File: src/rtl/wb_shared_arbiter_if.sv
// Wishbone classic bus bundle between two masters, the shared arbiter and one slave.
// The slave modport is the arbiter's view; the master modport is the environment driving requests and slave responses.
interface wb_shared_arbiter_if;
  logic [1:0]  m_cyc_i, m_stb_i, m_we_i;
  logic [7:0]  m_sel_i;
  logic [63:0] m_adr_i, m_dat_i;
  logic [1:0]  m_ack_o, m_err_o;
  logic [63:0] m_dat_o;
  logic        s_cyc_o, s_stb_o, s_we_o;
  logic [3:0]  s_sel_o;
  logic [31:0] s_adr_o, s_dat_o;
  logic        s_ack_i;
  logic [31:0] s_dat_i;

  modport slave (
    input  m_cyc_i, m_stb_i, m_we_i, m_sel_i, m_adr_i, m_dat_i, s_ack_i, s_dat_i,
    output m_ack_o, m_err_o, m_dat_o, s_cyc_o, s_stb_o, s_we_o, s_sel_o, s_adr_o, s_dat_o
  );

  modport master (
    output m_cyc_i, m_stb_i, m_we_i, m_sel_i, m_adr_i, m_dat_i, s_ack_i, s_dat_i,
    input  m_ack_o, m_err_o, m_dat_o, s_cyc_o, s_stb_o, s_we_o, s_sel_o, s_adr_o, s_dat_o
  );
endinterface

File: src/rtl/wb_shared_arbiter.sv
// Two-master / one-slave Wishbone classic arbiter: registered round-robin grant, locked for a whole cyc.
// Define WB_ARB_TIMEOUT_EN to add a watchdog that error-terminates stalled slave transfers.
module wb_shared_arbiter #(
  parameter int unsigned TIMEOUT_CYCLES = 255
) (
  input logic              clk_i,
  input logic              rst_i,
  wb_shared_arbiter_if.slave bus
);
  typedef enum logic [1:0] {IDLE = 2'd0, GNT0 = 2'd1, GNT1 = 2'd2} state_e;

  state_e state_q, state_d;
  logic   last_gnt_q, last_gnt_d;
  logic   own_v, own_idx;
  logic   err;

  if (TIMEOUT_CYCLES < 2 || TIMEOUT_CYCLES > 65535) begin : g_bad_timeout
    $error("wb_shared_arbiter: TIMEOUT_CYCLES out of range 2..65535");
  end

  assign own_v   = (state_q != IDLE);
  assign own_idx = (state_q == GNT1);

  always_ff @(posedge clk_i or posedge rst_i) begin
    if (rst_i) begin
      state_q    <= IDLE;
      last_gnt_q <= 1'b1;
    end else begin
      state_q    <= state_d;
      last_gnt_q <= last_gnt_d;
    end
  end

  // Grant only from IDLE, so every hand-over costs one idle bus cycle.
  always_comb begin
    state_d    = state_q;
    last_gnt_d = last_gnt_q;
    unique case (state_q)
      IDLE: begin
        if (bus.m_cyc_i[0] && (!bus.m_cyc_i[1] || last_gnt_q)) begin
          state_d    = GNT0;
          last_gnt_d = 1'b0;
        end else if (bus.m_cyc_i[1]) begin
          state_d    = GNT1;
          last_gnt_d = 1'b1;
        end
      end
      GNT0:    if (!bus.m_cyc_i[0]) state_d = IDLE;
      GNT1:    if (!bus.m_cyc_i[1]) state_d = IDLE;
      default: state_d = IDLE;
    endcase
  end

  always_comb begin
    bus.s_cyc_o = 1'b0;
    bus.s_stb_o = 1'b0;
    bus.s_we_o  = 1'b0;
    bus.s_sel_o = '0;
    bus.s_adr_o = '0;
    bus.s_dat_o = '0;
    bus.m_ack_o = '0;
    bus.m_err_o = '0;
    bus.m_dat_o = '0;
    if (own_v) begin
      bus.s_cyc_o                         = bus.m_cyc_i[own_idx];
      bus.s_stb_o                         = bus.m_stb_i[own_idx];
      bus.s_we_o                          = bus.m_we_i[own_idx];
      bus.s_sel_o                         = bus.m_sel_i[{own_idx, 2'b00} +: 4];
      bus.s_adr_o                         = bus.m_adr_i[{own_idx, 5'b00000} +: 32];
      bus.s_dat_o                         = bus.m_dat_i[{own_idx, 5'b00000} +: 32];
      bus.m_ack_o[own_idx]                = bus.s_ack_i & bus.m_stb_i[own_idx] & ~err;
      bus.m_err_o[own_idx]                = err;
      bus.m_dat_o[{own_idx, 5'b00000} +: 32] = bus.s_dat_i;
    end
  end

`ifdef WB_ARB_TIMEOUT_EN
  localparam int unsigned CW = $clog2(TIMEOUT_CYCLES + 1);
  logic [CW-1:0] cnt_q, cnt_d;

  // Terminal count fires only when no ack arrives in the same cycle.
  assign err = own_v & bus.s_stb_o & ~bus.s_ack_i & (cnt_q == CW'(TIMEOUT_CYCLES - 1));

  always_comb begin
    cnt_d = cnt_q + CW'(1);
    if (!own_v || !bus.s_stb_o || bus.s_ack_i || err) cnt_d = '0;
  end

  always_ff @(posedge clk_i or posedge rst_i) begin
    if (rst_i) cnt_q <= '0;
    else       cnt_q <= cnt_d;
  end
`else
  assign err = 1'b0;
`endif
endmodule

File: src/flat_wrapper.sv
// flat-port wrapper written by rule: the top's interface ports become plain ports
module wb_shared_arbiter_flat 
#(
  parameter int unsigned TIMEOUT_CYCLES = 255
)
  (clk_i, rst_i, bus_m_cyc_i, bus_m_stb_i, bus_m_we_i, bus_m_sel_i, bus_m_adr_i, bus_m_dat_i, bus_s_ack_i, bus_s_dat_i, bus_m_ack_o, bus_m_err_o, bus_m_dat_o, bus_s_cyc_o, bus_s_stb_o, bus_s_we_o, bus_s_sel_o, bus_s_adr_o, bus_s_dat_o);
  wb_shared_arbiter_if bus_i ();
  input logic clk_i;
  input logic rst_i;
  input wire logic [$bits(bus_i.m_cyc_i)-1:0] bus_m_cyc_i;
  input wire logic [$bits(bus_i.m_stb_i)-1:0] bus_m_stb_i;
  input wire logic [$bits(bus_i.m_we_i)-1:0] bus_m_we_i;
  input wire logic [$bits(bus_i.m_sel_i)-1:0] bus_m_sel_i;
  input wire logic [$bits(bus_i.m_adr_i)-1:0] bus_m_adr_i;
  input wire logic [$bits(bus_i.m_dat_i)-1:0] bus_m_dat_i;
  input wire logic [$bits(bus_i.s_ack_i)-1:0] bus_s_ack_i;
  input wire logic [$bits(bus_i.s_dat_i)-1:0] bus_s_dat_i;
  output wire logic [$bits(bus_i.m_ack_o)-1:0] bus_m_ack_o;
  output wire logic [$bits(bus_i.m_err_o)-1:0] bus_m_err_o;
  output wire logic [$bits(bus_i.m_dat_o)-1:0] bus_m_dat_o;
  output wire logic [$bits(bus_i.s_cyc_o)-1:0] bus_s_cyc_o;
  output wire logic [$bits(bus_i.s_stb_o)-1:0] bus_s_stb_o;
  output wire logic [$bits(bus_i.s_we_o)-1:0] bus_s_we_o;
  output wire logic [$bits(bus_i.s_sel_o)-1:0] bus_s_sel_o;
  output wire logic [$bits(bus_i.s_adr_o)-1:0] bus_s_adr_o;
  output wire logic [$bits(bus_i.s_dat_o)-1:0] bus_s_dat_o;
  assign bus_i.m_cyc_i = bus_m_cyc_i;
  assign bus_i.m_stb_i = bus_m_stb_i;
  assign bus_i.m_we_i = bus_m_we_i;
  assign bus_i.m_sel_i = bus_m_sel_i;
  assign bus_i.m_adr_i = bus_m_adr_i;
  assign bus_i.m_dat_i = bus_m_dat_i;
  assign bus_i.s_ack_i = bus_s_ack_i;
  assign bus_i.s_dat_i = bus_s_dat_i;
  assign bus_m_ack_o = bus_i.m_ack_o;
  assign bus_m_err_o = bus_i.m_err_o;
  assign bus_m_dat_o = bus_i.m_dat_o;
  assign bus_s_cyc_o = bus_i.s_cyc_o;
  assign bus_s_stb_o = bus_i.s_stb_o;
  assign bus_s_we_o = bus_i.s_we_o;
  assign bus_s_sel_o = bus_i.s_sel_o;
  assign bus_s_adr_o = bus_i.s_adr_o;
  assign bus_s_dat_o = bus_i.s_dat_o;
  wb_shared_arbiter #(.TIMEOUT_CYCLES(TIMEOUT_CYCLES)) u_core (.clk_i(clk_i), .rst_i(rst_i), .bus(bus_i));
endmodule
File: config.mk
export PLATFORM = sky130hd
export DESIGN_NAME = wb_shared_arbiter_flat
export DESIGN_NICKNAME = d
export VERILOG_FILES = /design/src/rtl/wb_shared_arbiter_if.sv /design/src/rtl/wb_shared_arbiter.sv /design/src/flat_wrapper.sv
export SDC_FILE = /design/constraint.sdc
export NUM_CORES = 1
export LEC_CHECK = 0
export CAP_MARGIN = 20
export CORE_AREA = 8 8 116 118
export DETAILED_ROUTE_END_ITERATION = 8
export DIE_AREA = 0 0 124 126
export GPL_TIMING_DRIVEN = 0
export PLACE_DENSITY_LB_ADDON = 0.15
export REMOVE_ABC_BUFFERS = 1
export SYNTH_ARGS = -nofsm -noshare
export SYNTH_HDL_FRONTEND = slang
export SYNTH_SLANG_ARGS = --single-unit
File: constraint.sdc
create_clock -name clk_i -period 2.8 [get_ports clk_i]
set_input_delay 0.84 -clock clk_i [delete_from_list [all_inputs] [get_ports clk_i]]
set_output_delay 0.84 -clock clk_i [all_outputs]
set_load 0.01 [all_outputs]
Word-level counts from Yosys, hierarchy flattened
Cells that the tools add are included.
{"block": "classes", "mux": 23, "n_reduce_logical": 9, "n_eq_ne": 5, "n_addsub": 1, "order_cmp": 2, "n_bitwise": 3, "shifts": 5}
{"operator": "$shiftx A64 B7 Y32", "count": 2}
{"operator": "$and A64 B64 Y64", "count": 1}
{"operator": "$mux W32", "count": 2}
{"operator": "$mux W64", "count": 1}
{"operator": "$shift A32 B8 Y64 const A", "count": 1}
{"operator": "$shiftx A32 B8 Y64", "count": 1}
{"operator": "$mux W1", "count": 12}
{"operator": "$mux W2", "count": 5}
{"operator": "$neg A6 Y8", "count": 1}
{"operator": "$shiftx A8 B4 Y4", "count": 1}
{"operator": "$pmux W2 S3", "count": 1}
{"operator": "$mux W4", "count": 1}
{"operator": "$ne A2 B2 Y1 const B", "count": 2}
{"operator": "$reduce_bool A2 Y1", "count": 2}
{"operator": "$ne A3 B2 Y1 const B", "count": 1}
{"operator": "$reduce_and A3 Y1", "count": 1}
{"operator": "$and A2 B2 Y2", "count": 1}
{"operator": "$eq A2 B1 Y1 const B", "count": 1}
{"operator": "$eq A2 B2 Y1 const B", "count": 1}
{"operator": "$logic_and A1 B1 Y1", "count": 2}
{"operator": "$logic_not A2 Y1", "count": 1}
{"operator": "$lt A1 B2 Y1 const B", "count": 1}
{"operator": "$reduce_and A2 Y1", "count": 1}
{"operator": "$and A1 B1 Y1", "count": 1}
{"operator": "4 further kinds", "count": 4}
{"block": "totals", "output_inout_bits": 139, "wordCells": 50, "in_bits": 177, "register_bits": 3}

Longest topological paths before layout
{"block": "depth", "depth_word": 7, "mapped_depth": 5, "ltp_nobuf": 2}

Worst setup path before layout
Ideal clock, no wire load.
{"block": "synth_timing", "path_kind": "input port to output port", "startpoint": "in bus_m_adr_i[0]", "endpoint": "out bus_s_adr_o[0]", "required_time_ns": 1.960, "slack_ns": 0.877, "n_path_buf": 0, "t_arrival_ns": 1.083, "cell_stages": 1, "cell_sequence": "a22o_1"}
{"block": "synth_between", "elab_chain_len": 2}
{"item": "start, declared", "line": "flat_wrapper.sv:14", "text": "input wire logic [$bits(bus_i.m_adr_i)-1:0] bus_m_adr_i;"}
{"item": "$shiftx A64 B7 Y32", "line": "wb_shared_arbiter.sv:69", "text": "bus.s_adr_o = bus.m_adr_i[{own_idx, 5'b00000} +: 32];"}
{"item": "$mux W32", "line": "wb_shared_arbiter.sv:64", "text": "if (own_v) begin"}
{"item": "end, declared", "line": "flat_wrapper.sv:25", "text": "output wire logic [$bits(bus_i.s_adr_o)-1:0] bus_s_adr_o;"}
Every way passes these cells.

Worst setup path in the final report
{"block": "layout_timing", "startpoint": "reg u_core.state_q[0]", "endpoint": "out bus_s_adr_o[22]"}
{"block": "layout_between", "elab_chain_len": 3, "word_cells_on_any_way": 4, "classes_between": "1 x eq/ne; 1 x shift; 1 x mux; 1 x reduce/logical"}
{"item": "start, declared", "line": "wb_shared_arbiter.sv:12", "text": "state_e state_q, state_d;"}
{"item": "start signal, assigned", "line": "wb_shared_arbiter.sv:29", "text": "state_q <= state_d;"}
{"item": "$eq A2 B2 Y1", "line": "wb_shared_arbiter.sv:22", "text": "assign own_idx = (state_q == GNT1);"}
{"item": "$shiftx A64 B7 Y32", "line": "wb_shared_arbiter.sv:69"}
{"item": "$mux W32 (*)", "line": "wb_shared_arbiter.sv:64"}
Mark *: on every way between the ends. The rest lies on a longest branch, timed or not.

==> summary.txt <==
Outcome = finished clean
Total grt overflow = 0
WL/cell = 20.8 um
Syn_area_per_cell = 7.67 um^2
Synthesis Warnings = 0
Die Span X = 124 um
Multiplexer share of the synthesized area = 0%
Most frequent cells in the layout = clkdlybuf4s50_1 (176), dlygate4sd2_1 (131), a22o_1 (71), and2_1 (64), dlymetal6s2s_1 (6)
Setup ws final = 0.116 ns
Root Buffer = clkbuf_16
Element type at the critical path end = primary output
Top-area cell type share of the netlist area = 46.1%
Xor and xnor area share after synthesis = 0%
Layout cell share with drive strength beyond 1 = 4.15%
Via count = 2586
# DRC = 0
CP delay by family, top = buffers and inverters
Sequential cell area fraction in the yosys report = 5.65%
Layout Utilization = 39.8%
Worst EP required = 1.96 ns
Num ports = 316
Total CTS buffers = 3
Die Y = 126 um
Pre-CTS setup slack = -0.655 ns
Placed Cells = 615
Register area = 80.1 um^2
Syn Std Cell Area = 1350 um^2
Final hold vios = 0
WP data arrival = 1.84 ns
Synth Area in Compound Gates = 47.5%
Post-Syn Instances = 176
Commonest non-fill, non-tap cell in the layout = clkdlybuf4s50_1
Max FO, Critical Path = 17
Startpoint Class = flip-flop
Critical path's slowest cell = dfrtp_4
Row count = 40
DP Area = 4570 um^2
Layout Area Growth over Synthesis = 245%
Final Skew = 0.000754 ns
Clock Sinks = 3
Max incr delay on CP = 0.51 ns
Top post-synthesis cells by area = a22o_1 (46%), and2_1 (30%), buf_6 (6.7%)
Final period util = 95.9%
Fin crit period = 2.68 ns
CP cell instances = nor2b_4 > buf_6 > bufbuf_16 > a22o_1 > dlygate4sd2_1
Synth Area in Simple Gates = 33.5%
GRT Overall Usage = 15.6%
Via density per instance = 4.11
Critical path class = reg -> out
Vias in the first global route = 2859
Total wire length = 13100 um
Iteration-0 DRC Markers = 64
Final cell count without fillers = 629
Min Hold Slack = 0.510 ns
Total core area = 11700 um^2
Layout Cell Area excl Fill = 4660 um^2
Largest net degree at the start of global routing = 59
Register bit total from synthesis = 3
Synth area leader = a22o_1
First-pass GRT wire length = 18700 um
Slew Viols, Final = 0
Starting Density = 11.5%
Pwr per Cell Area = 385 nW/um^2
Placer Congestion = 0.765
DRT Pass-1 Iters = 4
# fillers = 1215
FMAX = 0.373 GHz
Clk buf depth = 2
Die area = 15600 um^2
Setup tns final = 0 ns
Worst-skew pair later-pin latency = 0.23 ns
# setup viols final = 0
Min-delay worst type = reg -> reg
I/O Buffers = 313
Post-DRT Antenna Nets = 0
CTS tree = yes
VDD IR max = 290 uV
RSZ-0062 raised after global routing = no
Final HPWL from detailed placement = 10400 um
Nets = 660
Clk slew on worst S/H paths = 0.03 ns
Adder-cell share of the synthesized area = 0%
Max Cap Viol = 0
Crit path buffers/inverters = 3
Area occupied by multi-input gates = 1110 um^2
Lkg Pwr = 2.43 nW
Initial antenna violation count = 0
Diode count = 0
Total power = 1.79 mW
Main combinational cell family by area after synthesis = compound AO/OA/AOI/OAI gates
Count of different cell masters after synthesis = 19
H-Tree Level Count = 1
-- metal layers --
layer	up-vias	share of wire (%)	global-route usage (%)	wire [um]
met3	5	13	6.03	1640
met2	150	53	30.6	6950
li1	1268	-	-	-
met1	1163	34	15.1	4430
met5	-	0	0	0
met4	0	0.34	1.68	45
-- state kept, by name, indices dropped and copies added, names as in the netlist --
name	cells
u_core.state_q	2
u_core.last_gnt_q	1
-- synth_stat cells, drive strengths merged --
cell and instances:
a21oi 1, a22o 71, and2 64, and3 2
buf 14, clkbuf 11, conb 1, dfrtp 2
dfstp 1, inv 2, nand2b 1, nor2b 2
nor3b 1, o21a 1, o22ai 1, or2 1
-- tightest hold or removal path: stages (launching register included) --
cell     delay, ns
dfstp_2       0.37
inv_1         0.05
o22ai_1       0.08
-- path summary, 6_finish.rpt --
| path | start | endpoint | slack, ns | depth (start not counted) |
|---|---|---|---|---|
| worst max-delay path | u_core.state_q[0] | bus_s_adr_o[22] | 0.12 | 5 |
| worst min register to register | u_core.last_gnt_q | u_core.last_gnt_q | 0.51 | 2 |
| worst min-delay path | u_core.last_gnt_q | u_core.last_gnt_q | 0.51 | 2 |
| max in group asynchronous | rst_i | u_core.last_gnt_q | 1.81 | 2 |
| min in group asynchronous | rst_i | u_core.state_q[0] | 0.78 | 2 |
| worst max register to register | u_core.state_q[0] | u_core.state_q[0] | 1.44 | 4 |
-- final cells by class --
class / count / share of cell area (%)
multi-input combinational: 148 / 23.9
timing repair buffer: 325 / 68.5
sequential: 3 / 1.72
clock buffer: 4 / 1.69
tap: 147 / 3.95
inverter: 2 / 0.161
-- power by group --
part / leakage (nW) / internal (mW) / switching, mW / total (mW)
sequential: 0.0345 / 0.0638 / 0.0178 / 0.0816
clock: 0.0382 / 0.188 / 0.0430 / 0.231
combinational: 2.35 / 0.836 / 0.644 / 1.48
-- cells by family (layout without fill, tap and decap cells) --
family,Yosys count,after routing
other,1,2
buffers and inverters,27,331
AOI/OAI and AO/OA,74,74
DFF,3,3
and+or+nand+nor,71,72
-- what timing repair did --
item	CTS	global route
setup buffers	8	0
cloned	3	0
endpoints found under the setup margin	136	22
gates resized for setup	133	7
hold buffers	0	0
pin swaps	0	0
hold endpoints to repair	0	0
No activity file was read; power rests on OpenSTA's default activity.
